[config.mk]
export PLATFORM = sky130hd
export DESIGN_NAME = transaction_sequencer
export DESIGN_NICKNAME = d
export VERILOG_FILES = /design/src/rtl/transaction_sequencer.sv
export SDC_FILE = /design/constraint.sdc
export NUM_CORES = 1
export LEC_CHECK = 0
export CAP_MARGIN = 5
export CELL_PAD_IN_SITES_DETAIL_PLACEMENT = 0
export CELL_PAD_IN_SITES_GLOBAL_PLACEMENT = 1
export CORE_MARGIN = 4
export CORE_UTILIZATION = 50
export CTS_BUF_LIST = sky130_fd_sc_hd__clkbuf_4 sky130_fd_sc_hd__clkbuf_8
export CTS_CLUSTER_DIAMETER = 200
export DETAILED_ROUTE_END_ITERATION = 8
export DONT_BUFFER_PORTS = 1
export MAX_ROUTING_LAYER = met4
export PLACE_DENSITY = 0.81
export SLEW_MARGIN = 20
export SYNTH_ARGS = -nofsm -noshare
export SYNTH_HDL_FRONTEND = slang
export SYNTH_SLANG_ARGS = --single-unit
[constraint.sdc]
create_clock -name clock -period 2.3 [get_ports clock]
set_input_delay 0.575 -clock clock [delete_from_list [all_inputs] [get_ports clock]]
set_output_delay 0.575 -clock clock [all_outputs]
set_load 0.02 [all_outputs]
[src/rtl/transaction_sequencer.sv]
// -----------------------------------------------------------------------------
// transaction_sequencer
//
// Walks a single transaction through NUM_STEPS ordered steps (for example
// process, hash, store). Each step finishes when its done_step bit is seen, or
// on its first cycle if its AUTO_DONE_MASK bit is set. Steps named in the skip
// mask latched at start are bypassed at no cycle cost. An optional per-step
// watchdog moves the sequencer to ERROR and records the step that stalled.
// abort returns to IDLE from any state.
//
// Ports
//   clock       in   1          system clock, rising edge
//   resetn      in   1          asynchronous active-low reset
//   start       in   1          level; accepted only in IDLE
//   abort       in   1          level; returns to IDLE from any state
//   skip_mask   in   NUM_STEPS  bit k-1 set: step k bypassed (latched on start)
//   done_step   in   NUM_STEPS  bit k-1: step k complete (used only while step==k)
//   step        out  STEP_W     current step code, 0 when not running
//   busy        out  1          high while running
//   finished    out  1          one-cycle pulse when a transaction completes
//   error       out  1          high while in ERROR
//   error_step  out  STEP_W     step that timed out, valid while error is high
// -----------------------------------------------------------------------------
module transaction_sequencer #(
    parameter int                   NUM_STEPS      = 4,
    parameter int                   STEP_W         = 3,
    parameter int                   TIMEOUT_W      = 16,
    parameter int                   TIMEOUT        = 50000,
    parameter logic [NUM_STEPS-1:0] AUTO_DONE_MASK = 4'b0100
) (
    input  logic                 clock,
    input  logic                 resetn,
    input  logic                 start,
    input  logic                 abort,
    input  logic [NUM_STEPS-1:0] skip_mask,
    input  logic [NUM_STEPS-1:0] done_step,
    output logic [STEP_W-1:0]    step,
    output logic                 busy,
    output logic                 finished,
    output logic                 error,
    output logic [STEP_W-1:0]    error_step
);

    typedef enum logic [1:0] {
        ST_IDLE  = 2'd0,
        ST_RUN   = 2'd1,
        ST_ERROR = 2'd2
    } state_t;

    localparam logic WDOG_EN = (TIMEOUT != 0) ? 1'b1 : 1'b0;

    state_t                 state_r;
    logic [STEP_W-1:0]      step_r;
    logic                   busy_r;
    logic                   finished_r;
    logic                   error_r;
    logic [STEP_W-1:0]      error_step_r;
    logic [TIMEOUT_W-1:0]   count_r;
    logic [NUM_STEPS-1:0]   skip_r;

    logic [NUM_STEPS-1:0]   step_sel_s;
    logic                   done_k_s;
    logic                   timeout_hit_s;
    logic [STEP_W-1:0]      first_step_s;
    logic [STEP_W-1:0]      next_step_s;

    // Lowest step code above cur that is not masked off; 0 when none remain.
    // Scanning downward lets the lowest qualifying step overwrite the result last.
    function automatic logic [STEP_W-1:0] next_unskipped(
        input logic [STEP_W-1:0]    cur,
        input logic [NUM_STEPS-1:0] mask
    );
        logic [STEP_W-1:0] res;
        res = {STEP_W{1'b0}};
        for (int j = NUM_STEPS; j >= 1; j--) begin
            if ((j > int'(cur)) && !mask[j-1]) begin
                res = STEP_W'(j);
            end
        end
        return res;
    endfunction

    // One-hot decode of the current step so only that step's done bit is seen.
    always_comb begin
        step_sel_s = {NUM_STEPS{1'b0}};
        for (int k = 1; k <= NUM_STEPS; k++) begin
            step_sel_s[k-1] = (step_r == STEP_W'(k));
        end
    end

    // Completion, watchdog expiry and step-successor lookups for this cycle.
    always_comb begin
        done_k_s      = |((done_step | AUTO_DONE_MASK) & step_sel_s);
        timeout_hit_s = WDOG_EN && (count_r == TIMEOUT_W'(TIMEOUT - 1));
        first_step_s  = next_unskipped({STEP_W{1'b0}}, skip_mask);
        next_step_s   = next_unskipped(step_r, skip_r);
    end

    // Sequencer state machine with registered outputs; abort outranks all else.
    always_ff @(posedge clock or negedge resetn) begin
        if (!resetn) begin
            state_r      <= ST_IDLE;
            step_r       <= {STEP_W{1'b0}};
            busy_r       <= 1'b0;
            finished_r   <= 1'b0;
            error_r      <= 1'b0;
            error_step_r <= {STEP_W{1'b0}};
            count_r      <= {TIMEOUT_W{1'b0}};
            skip_r       <= {NUM_STEPS{1'b0}};
        end else if (abort) begin
            state_r      <= ST_IDLE;
            step_r       <= {STEP_W{1'b0}};
            busy_r       <= 1'b0;
            finished_r   <= 1'b0;
            error_r      <= 1'b0;
            error_step_r <= {STEP_W{1'b0}};
            count_r      <= {TIMEOUT_W{1'b0}};
        end else begin
            finished_r <= 1'b0;
            case (state_r)
                ST_IDLE: begin
                    if (start) begin
                        skip_r  <= skip_mask;
                        count_r <= {TIMEOUT_W{1'b0}};
                        if (first_step_s == {STEP_W{1'b0}}) begin
                            // Every step bypassed: complete without running.
                            finished_r <= 1'b1;
                        end else begin
                            state_r <= ST_RUN;
                            step_r  <= first_step_s;
                            busy_r  <= 1'b1;
                        end
                    end
                end
                ST_RUN: begin
                    // Done is tested first so it beats a simultaneous timeout.
                    if (done_k_s) begin
                        count_r <= {TIMEOUT_W{1'b0}};
                        if (next_step_s == {STEP_W{1'b0}}) begin
                            state_r    <= ST_IDLE;
                            step_r     <= {STEP_W{1'b0}};
                            busy_r     <= 1'b0;
                            finished_r <= 1'b1;
                        end else begin
                            step_r <= next_step_s;
                        end
                    end else if (timeout_hit_s) begin
                        state_r      <= ST_ERROR;
                        error_r      <= 1'b1;
                        error_step_r <= step_r;
                        step_r       <= {STEP_W{1'b0}};
                        busy_r       <= 1'b0;
                        count_r      <= {TIMEOUT_W{1'b0}};
                    end else begin
                        count_r <= count_r + TIMEOUT_W'(1);
                    end
                end
                ST_ERROR: begin
                    // Parked until abort or reset; start has no effect here.
                    error_r <= 1'b1;
                end
                default: begin
                    state_r <= ST_IDLE;
                    step_r  <= {STEP_W{1'b0}};
                    busy_r  <= 1'b0;
                    error_r <= 1'b0;
                    count_r <= {TIMEOUT_W{1'b0}};
                end
            endcase
        end
    end

    assign step       = step_r;
    assign busy       = busy_r;
    assign finished   = finished_r;
    assign error      = error_r;
    assign error_step = error_step_r;

endmodule

# After elaboration in Yosys (flattened, before gate mapping)
# Index checks and enable logic that the tools add are counted.
# op_classes
add_sub_neg	1
multipliers	0
div_mod_pow	0
magnitude_cmp	4
eq_ne	16
shift	0
n_mux	48
n_bitwise	2
n_reduce_logical	20
# op_table
op	count
2-to-1 mux 16 bit	4
2-to-1 mux 3 bit	18
one-hot mux 16 bit (3 select lines)	1
adder 16 x 1 -> 16 bit (second input constant)	1
equality test 16 bit (second input constant)	1
2-to-1 mux 1 bit	14
2-to-1 mux 2 bit	6
inequality test 3 bit (second input constant)	4
one-hot mux 3 bit (3 select lines)	1
AND reduction 3 bit	3
inequality test 4 bit (second input constant)	2
equality test 3 x 2 -> 1 bit (second input constant)	2
greater-than comparator 2 x 3 -> 1 bit (first input constant)	2
logical NOT 3 bit	2
inequality test 2 bit (second input constant)	3
one-hot mux 1 bit (3 select lines)	2
one-hot mux 2 bit (3 select lines)	1
AND reduction 5 bit	1
bitwise AND 4 bit	1
logical AND 1 bit	4
logical NOT 1 bit	4
AND reduction 4 bit	1
nonzero test 2 bit	2
OR reduction 4 bit	1
10 further kinds	10
# word_totals
ff_bits	31
latchBits	0
ramBits	0
mem_bits_ro	0
inputBits	12
output_inout_bits	9
mem_count	0

# Depth between registers and ports, before layout
# Gate-level depths: netlist (run 1).
# logic_depth
word_depth	11
depth_mapped	8
ltp_nobuf	7

# Worst setup path after synthesis (run 1)
# No wires, ideal clock.
# synth_timing
path_kind	register to register
from	register step_r[0], in the netlist step[0]
to	register busy_r, in the netlist busy
setup_time_ns	0.125
arrival_time_ns	1.771
path_slack_ns	0.404
stages_incl_launch_ff	6
n_path_buf	1
path_cell_list	dfrtp_1 > buf_2 > o32ai_4 > nor2_4 > o311ai_4 > mux2_4
# synth_between
elab_chain_len	9
elab_cells_between_ends	25
cone_classes	4 x order compare; 6 x eq/ne; 7 x mux; 1 x bitwise; 7 x reduce/logical
# synth_rtl
item	line	text
start, declared	53	logic [STEP_W-1:0] step_r;
start signal, assigned	103	step_r <= {STEP_W{1'b0}};
start signal, assigned	112	step_r <= {STEP_W{1'b0}};
start signal, assigned	130	step_r <= first_step_s;
greater-than comparator 3 bit	76	if ((j > int'(cur)) && !mask[j-1]) begin
logical AND 1 bit	76	
2-to-1 mux 3 bit (4 in a row)	76	
logical NOT 3 bit	139	if (next_step_s == {STEP_W{1'b0}}) begin
inequality test 4 bit (no line)	-	
AND reduction 5 bit (no line)	-	
end signal, assigned	131	busy_r <= 1'b1;
end signal, assigned	142	busy_r <= 1'b0;
end signal, assigned	152	busy_r <= 1'b0;
end, declared	54	logic busy_r;
# Parallel ways exist; a longest one is shown, timed or not.
# A chain may end at the register's enable or synchronous reset.

# Final worst setup path (run 1)
# layout_timing
from	register state_r[1]
to	register count_r[3]
# layout_between
elab_chain_len	3
elab_cells_between_ends	8
cone_classes	4 x eq/ne; 2 x mux; 2 x reduce/logical
# layout_rtl
item	line	text
start, declared	52	state_t state_r;
start signal, assigned	102	state_r <= ST_IDLE;
start signal, assigned	111	state_r <= ST_IDLE;
start signal, assigned	129	state_r <= ST_RUN;
equality test 2 bit, or another cell as far along	120	case (state_r)
one-hot mux 16 bit (3 select lines), or another cell as far along	120	
2-to-1 mux 16 bit or AND reduction 2 bit (tied branches)	-	
end signal, assigned	108	count_r <= {TIMEOUT_W{1'b0}};
end signal, assigned	117	count_r <= {TIMEOUT_W{1'b0}};
end signal, assigned	124	count_r <= {TIMEOUT_W{1'b0}};
end, declared	58	logic [TIMEOUT_W-1:0] count_r;
# Parallel ways exist; a longest one is shown, timed or not.

==> metrics.md, run 1 <==
| Metric | Value |
|---|---|
| DRT iter0 DRCs | `88` |
| Most frequent cell after synthesis | `dfrtp_1` |
| Critical path cell sequence | `inv_1 -> ha_1 -> nor2b_1 -> o21ai_0 -> nor3_4 -> nand2b_2 -> o31ai_1` |
| Hold Crit Class | `in2async` |
| Top cells by area, synth | `dfrtp_1 41%, xnor2_1 4.6%, nor2_1 3.8%` |
| P per Cell Area | `929 nW/um^2` |
| Peak Freq | `508 MHz` |
| Multi-input gate area | `~1000 sq um` |
| Routed vias | `1445` |
| Setup repair bufs after CTS | `0` |
| Clock latency on the worst-skew pair | `0.28 ns` |
| Post-route cell area | `2060 sq um` |
| Die X | `roughly 70 microns` |
| Post-synth top cells | `31 x dfrtp_1, 19 x nor2_1, 15 x nand2_1, 11 x o21ai_0` |
| Asr flop ratio synth | `100%` |
| Residual antenna-violating net count after detailed routing | `0` |
| Final Slew Violations | `0` |
| Pin count of the biggest net entering global routing | `32` |
| Dominant synthesized flop cell | `dfrtp_1` |
| CP Depth | `7` |
| Min Tclk post-route | `1.97 ns` |
| Total clock sinks | `31` |
| Setup crit start kind | `register` |
| Clock Tree Root | `clkbuf_8` |
| Routed len/inst | `16.0 microns` |
| Crit path arrival time | `approximately 2.2 ns` |
| Total power | `0.00192 W` |
| Synth unique cells | `50` |
| Nets | `about 220` |
| DRC | `0` |
| Share of the synthesized area in the top cell type | `40.8%` |
| Slowest library cell on the worst path | `dfrtp_1` |
| GP Congestion | `0.847` |
| All-Layer GR Usage | `17.8%` |
| Largest area contributor in the netlist | `dfrtp_1` |
| Area after DPL | `1960 sq um` |
| Register area share after synthesis | `40.8%` |
| Relative slew margins | `58.5%` |
| Layout cell share with drive strength beyond 1 | `16.0%` |
| Die H | `69.7 microns` |
| Yosys warning count | `0` |
| IR drop worst, VDD | `421 uV` |
| WS Path Type | `reg2reg` |
| Run status | `finished clean` |
| Critical path's largest stage delay | `0.38 ns` |
| Top Family by Delay on Critical Path | `simple AND/OR/NAND/NOR gates` |
| Core Area | `3660 sq um` |
| Synth Area per Inst | `9.85 sq um` |
| Reg2Reg Depth | `7` |
| Leak Pwr | `0.839 nW` |
| Final hold violation count | `0` |
| Syn_nets | `210` |
| Vias/cell | `5.83` |
| Final setup margin | `between 0.3 and 0.4 ns` |
| Final hold slack | `0.113 ns` |
| Post-synth EDFFs | `0` |
| P&R area growth vs syn | `8.62%` |
| Post-Syn Instances | `193` |
| Period utilization | `a little under nine tenths` |
| Mapped Area | `1900 sq um` |
| TritonCTS Buffers | `5` |
| Buffers and inverters on the worst path | `1` |
| Num ports | `21` |
| Flops & latches, synth | `31` |
| H-tree depth | `2` |
| CTS max path bufs | `2` |
| FP Rows | `22` |
| Total routed wirelength | `3970 microns` |
| Crit. End Element | `register` |
| Die ar. | `4850 sq um` |
| CTS tree | `done` |
| Fillers | `328` |
| Global-route wire length before repair | `6650 microns` |
| # setup viols final | `0` |
| CP max FO | `6` |
| Initial antenna violation count | `0` |
| CTS hold repair buffers | `1` |
| Clock Pin Slew Worst Setup and Hold Paths | `0.07 ns` |
| N_diodes | `0` |
| CP required | `about 2.5 ns` |
| DPL Wire Length | `2900 microns` |
| Worst-Margin Slew | `0.616 ns` |
| Setup TNS | `0 ns` |
| Register area | `776 sq um` |
| DR pass1 iterations | `4` |
| Pre-CTS WS | `0.360 ns` |
| Initial Util | `51.9%` |
| Vias in the first global route | `1433` |
| Post_cts resized | `0` |
| Total of max-cap violations | `0` |
| RSZ-0062 raised after global routing | `no` |
| IO buf count | `0` |
| Overflow left after global routing | `0` |
| Clock Skews | `around 0.011 ns` |
report_power, final:
group / internal [W] / total [W] / switching (W)
clock network: 0.000235 / 0.000436 / 0.000202
logic: 0.000311 / 0.000713 / 0.000402
registers: 0.000635 / 0.000768 / 0.000133
final cells by class:
cell class / count / share of cell area [%]
clock inverter: 1 / 0.242
timing repair buffer: 7 / 3.15
tap: 48 / 2.91
inverter: 9 / 1.64
multi-input combinational: 146 / 50.5
clock buffer: 6 / 4.00
sequential: 31 / 37.6
routing by layer:
| metal | vias up | GRT usage (%) | part of all wire [%] |
|---|---|---|---|
| met5 | - | - | 0 |
| met4 | 0 | 6.60 | 1.4 |
| met3 | 6 | 5.51 | 3.1 |
| met2 | 19 | 28.1 | 50 |
| met1 | 705 | 21.4 | 46 |
| li1 | 715 | - | - |
path summary, 6_finish.rpt:
kind | from | end | slack (ns)
min | resetn | busy | 0.11
max | state_r[1] | count_r[3] | 0.33
min reg2reg | count_r[3] | count_r[3] | 0.53
max reg2reg | state_r[1] | count_r[3] | 0.33
max in group asynchronous | resetn | count_r[1] | 2.01
min in group clock | abort | error_step[0] | 0.35
state kept, by name (all words and copies together) (netlist names):
name	flops
count_r	16
busy	1
step	3
error	1
error_step	3
state_r	2
skip_r	4
finished	1
placed cells by master, fill, tap and decap left out, drive strengths merged, types with 2 or more instances in the layout:
cell type	count
dfrtp	31
nor2	20
nand2	16
o21ai	12
nor4	10
xnor2	10
inv	9
nand3	7
nand2b	7
buf	7
nand4	6
mux2i	6
clkbuf	6
ha	5
a21oi	5
o2bb2ai	4
mux2	4
and3	3
nor3	3
nor2b	2
and4bb	2
and4	2
o22ai	2
o2111ai	2
o31ai	2
worst register-to-register path, stage by stage, from the launching register on:
cell and delay (ns):
dfrtp_1 0.38, inv_1 0.12, ha_1 0.29, nor2b_1 0.21, o21ai_0 0.25, nor3_4 0.24
nand2b_2 0.13, o31ai_1 0.25
through the flow:
step / cells / util (%)
floorplan: 193 / -
global placement: 240 / 53.5
detailed placement: 240 / 53.5
CTS: 248 / 56.4
global route: 248 / 56.4
finish: 248 / 56.4
cells by family (layout without fill, tap and decap cells):
group | Yosys count | count (layout) | share of synthesized area, %
AND/OR/NAND/NOR | 85 | 85 | 25.6
AO/OA/AOI/OAI | 36 | 36 | 15.6
flip-flops | 31 | 31 | 40.8
buffers and inverters | 16 | 23 | 4.34
XOR/XNOR | 10 | 10 | 4.61
multiplexers | 10 | 10 | 5.73
adder cells (fa/ha/maj) | 5 | 5 | 3.29
Note: power is estimated with default switching activity, not from simulation.
==> run 2, diff against run 1 <==
- CORE_MARGIN: 4 -> 1
- clock period: 2.3 -> 1.95 ns (I/O delays scaled with it)
==> run 2 against run 1 <==
- clock power rose by 31%
- hold slack lost 0.094 ns
- non-clock buffer count rose by 5
- sequential share of layout area fell by 1.5 points
- cell count is 2.4% higher
- final area is 4.2% higher
- combinational power is 33% higher
- largest power group is now combinational logic
==> metrics.md, run 2 (synthesized netlist as in run 1, its figures left out) <==
| Metric | Value |
|---|---|
| Run status | `finished clean` |
| Min Tclk post-route | `1.87 ns` |
| Final Slew Violations | `0` |
| CTS max path bufs | `2` |
| TritonCTS Buffers | `5` |
| Num ports | `21` |
| Clock Pin Slew Worst Setup and Hold Paths | `0.07 ns` |
| Most frequent cells in the layout | `30 x dfrtp_1, 19 x nor2_1, 15 x nand2_1` |
| Relative slew margins | `71.9%` |
| Most flops, register | `count_r` |
| Worst-Margin Slew | `0.418 ns` |
| Largest register FFs | `16` |
| Clock Skews | `0.00883 ns` |
| Top flop regs | `count_r: 16 flops, skip_r: 4 flops` |
| Clock latency on the worst-skew pair | `0.29 ns` |
| Clock Tree Root | `clkbuf_8` |
| Peak Freq | `535 MHz` |
| Core Area | `3660 sq um` |
| Vias/cell | `5.85` |
| Commonest non-fill, non-tap cell in the layout | `dfrtp_1` |
| Routed len/inst | `16.2 microns` |
| CP max FO | `6` |
| WS Path Type | `reg2reg` |
| IR drop worst, VDD | `473 uV` |
| DR pass1 iterations | `6` |
| FP Rows | `22` |
| DPL Wire Length | `2890 microns` |
| Post-route insts no fill | `254` |
| P per Cell Area | `1130 nW/um^2` |
| Total routed wirelength | `4120 microns` |
| Die H | `roughly 64 microns` |
| Setup crit start kind | `register` |
| Layout cell share with drive strength beyond 1 | `20.9%` |
| Period utilization | `95.8%` |
| Final hold slack | `0.0186 ns` |
| H-tree depth | `2` |
| Overflow left after global routing | `0` |
| GP Congestion | `0.804` |
| Pre-CTS WS | `-0.0309 ns` |
| Leak Pwr | `0.870 nW` |
| Die ar. | `4050 sq um` |
| DP Cell Count | `244` |
| Total clock sinks | `31` |
| Nets | `222` |
| Final hold violation count | `0` |
| Crit path arrival time | `2.04 ns` |
| Vias in the first global route | `1466` |
| Total of max-cap violations | `0` |
| # setup viols final | `0` |
| Crit. End Element | `register` |
| CTS tree | `done` |
| Total power | `0.00243 W` |
| Die X | `63.7 microns` |
| Final setup margin | `between 0.08 and 0.09 ns` |
| P&R area growth vs syn | `13.2%` |
| CP required | `2.12 ns` |
| DRC | `0` |
| All-Layer GR Usage | `23.0%` |
| N_diodes | `0` |
| Initial antenna violation count | `0` |
| IO buf count | `0` |
| DRT iter0 DRCs | `84` |
| Hold Crit Class | `in2async` |
| Residual antenna-violating net count after detailed routing | `0` |
| Routed vias | `1485` |
| Initial Util | `~52%` |
| Reg2Reg Depth | `5` |
| Pin count of the biggest net entering global routing | `32` |
| Global-route wire length before repair | `between 6000 and 7000 microns` |
[run 2: final cells by class]
| class | instances | area [sq um] |
|---|---|---|
| tap | 48 | 60.1 |
| sequential | 31 | 777 |
| inverter | 9 | 33.8 |
| clock buffer | 7 | 96.3 |
| timing repair buffer | 12 | 115 |
| clock inverter | 1 | 7.51 |
| fill | 315 | 1510 |
| multi-input combinational | 146 | 1060 |
[run 2: power breakdown]
part           switching [W]  internal [W]  total (W)
registers           0.000157      0.000750   0.000908
clock network       0.000252      0.000321   0.000573
logic               0.000517      0.000428   0.000945
total               0.000927       0.00150    0.00243
[run 2: critical path, cell delays in order (launching register included)]
cell	delay, ns
dfrtp_1	0.39
inv_1	0.16
ha_4	0.19
or2b_2	0.34
o311ai_4	0.34
mux2_4	0.33
[run 2: per-layer routing]
layer | GRT usage, % | up-vias | routed length, microns
met2 | 37.9 | 30 | 2120
met3 | 5.43 | 9 | 149
li1 | - | 728 | -
met1 | 26.4 | 718 | 1780
met4 | 10.2 | 0 | 68
met5 | - | - | 0
[run 2: worst paths after layout]
kind | from | to | slack, ns
worst max register to register | state_r[1] | busy | 0.08
worst min-delay path | resetn | skip_r[1] | 0.02
worst min register to register | count_r[1] | count_r[1] | 0.53
worst max-delay path | state_r[1] | busy | 0.08
min in group clock | abort | error_step[0] | 0.26
max in group asynchronous | resetn | step[1] | 1.75
[run 2: through the flow]
step	instance area [sq um]	setup TNS, ns	utilization (%)
finish	2150	0	58.7
global route	2150	-0.00554	58.7
CTS	2130	0	58.1
detailed placement	2000	-0.0309	54.6
global placement	2000	0	54.6
floorplan	1900	0	-
[run 2: repair_timing]
action                     CTS  global route
hold endpoints to repair    31             0
buffers inserted             0             1
hold buffers                 1             0
resized for setup            3             4
setup endpoints to repair    2             5
pin swaps                    0             1
==> run 3, diff against run 2 <==
- SKIP_LAST_GASP: not set -> 1
==> results of run 3 <==
Final layout, timing and power as in run 2 (identical DEF).
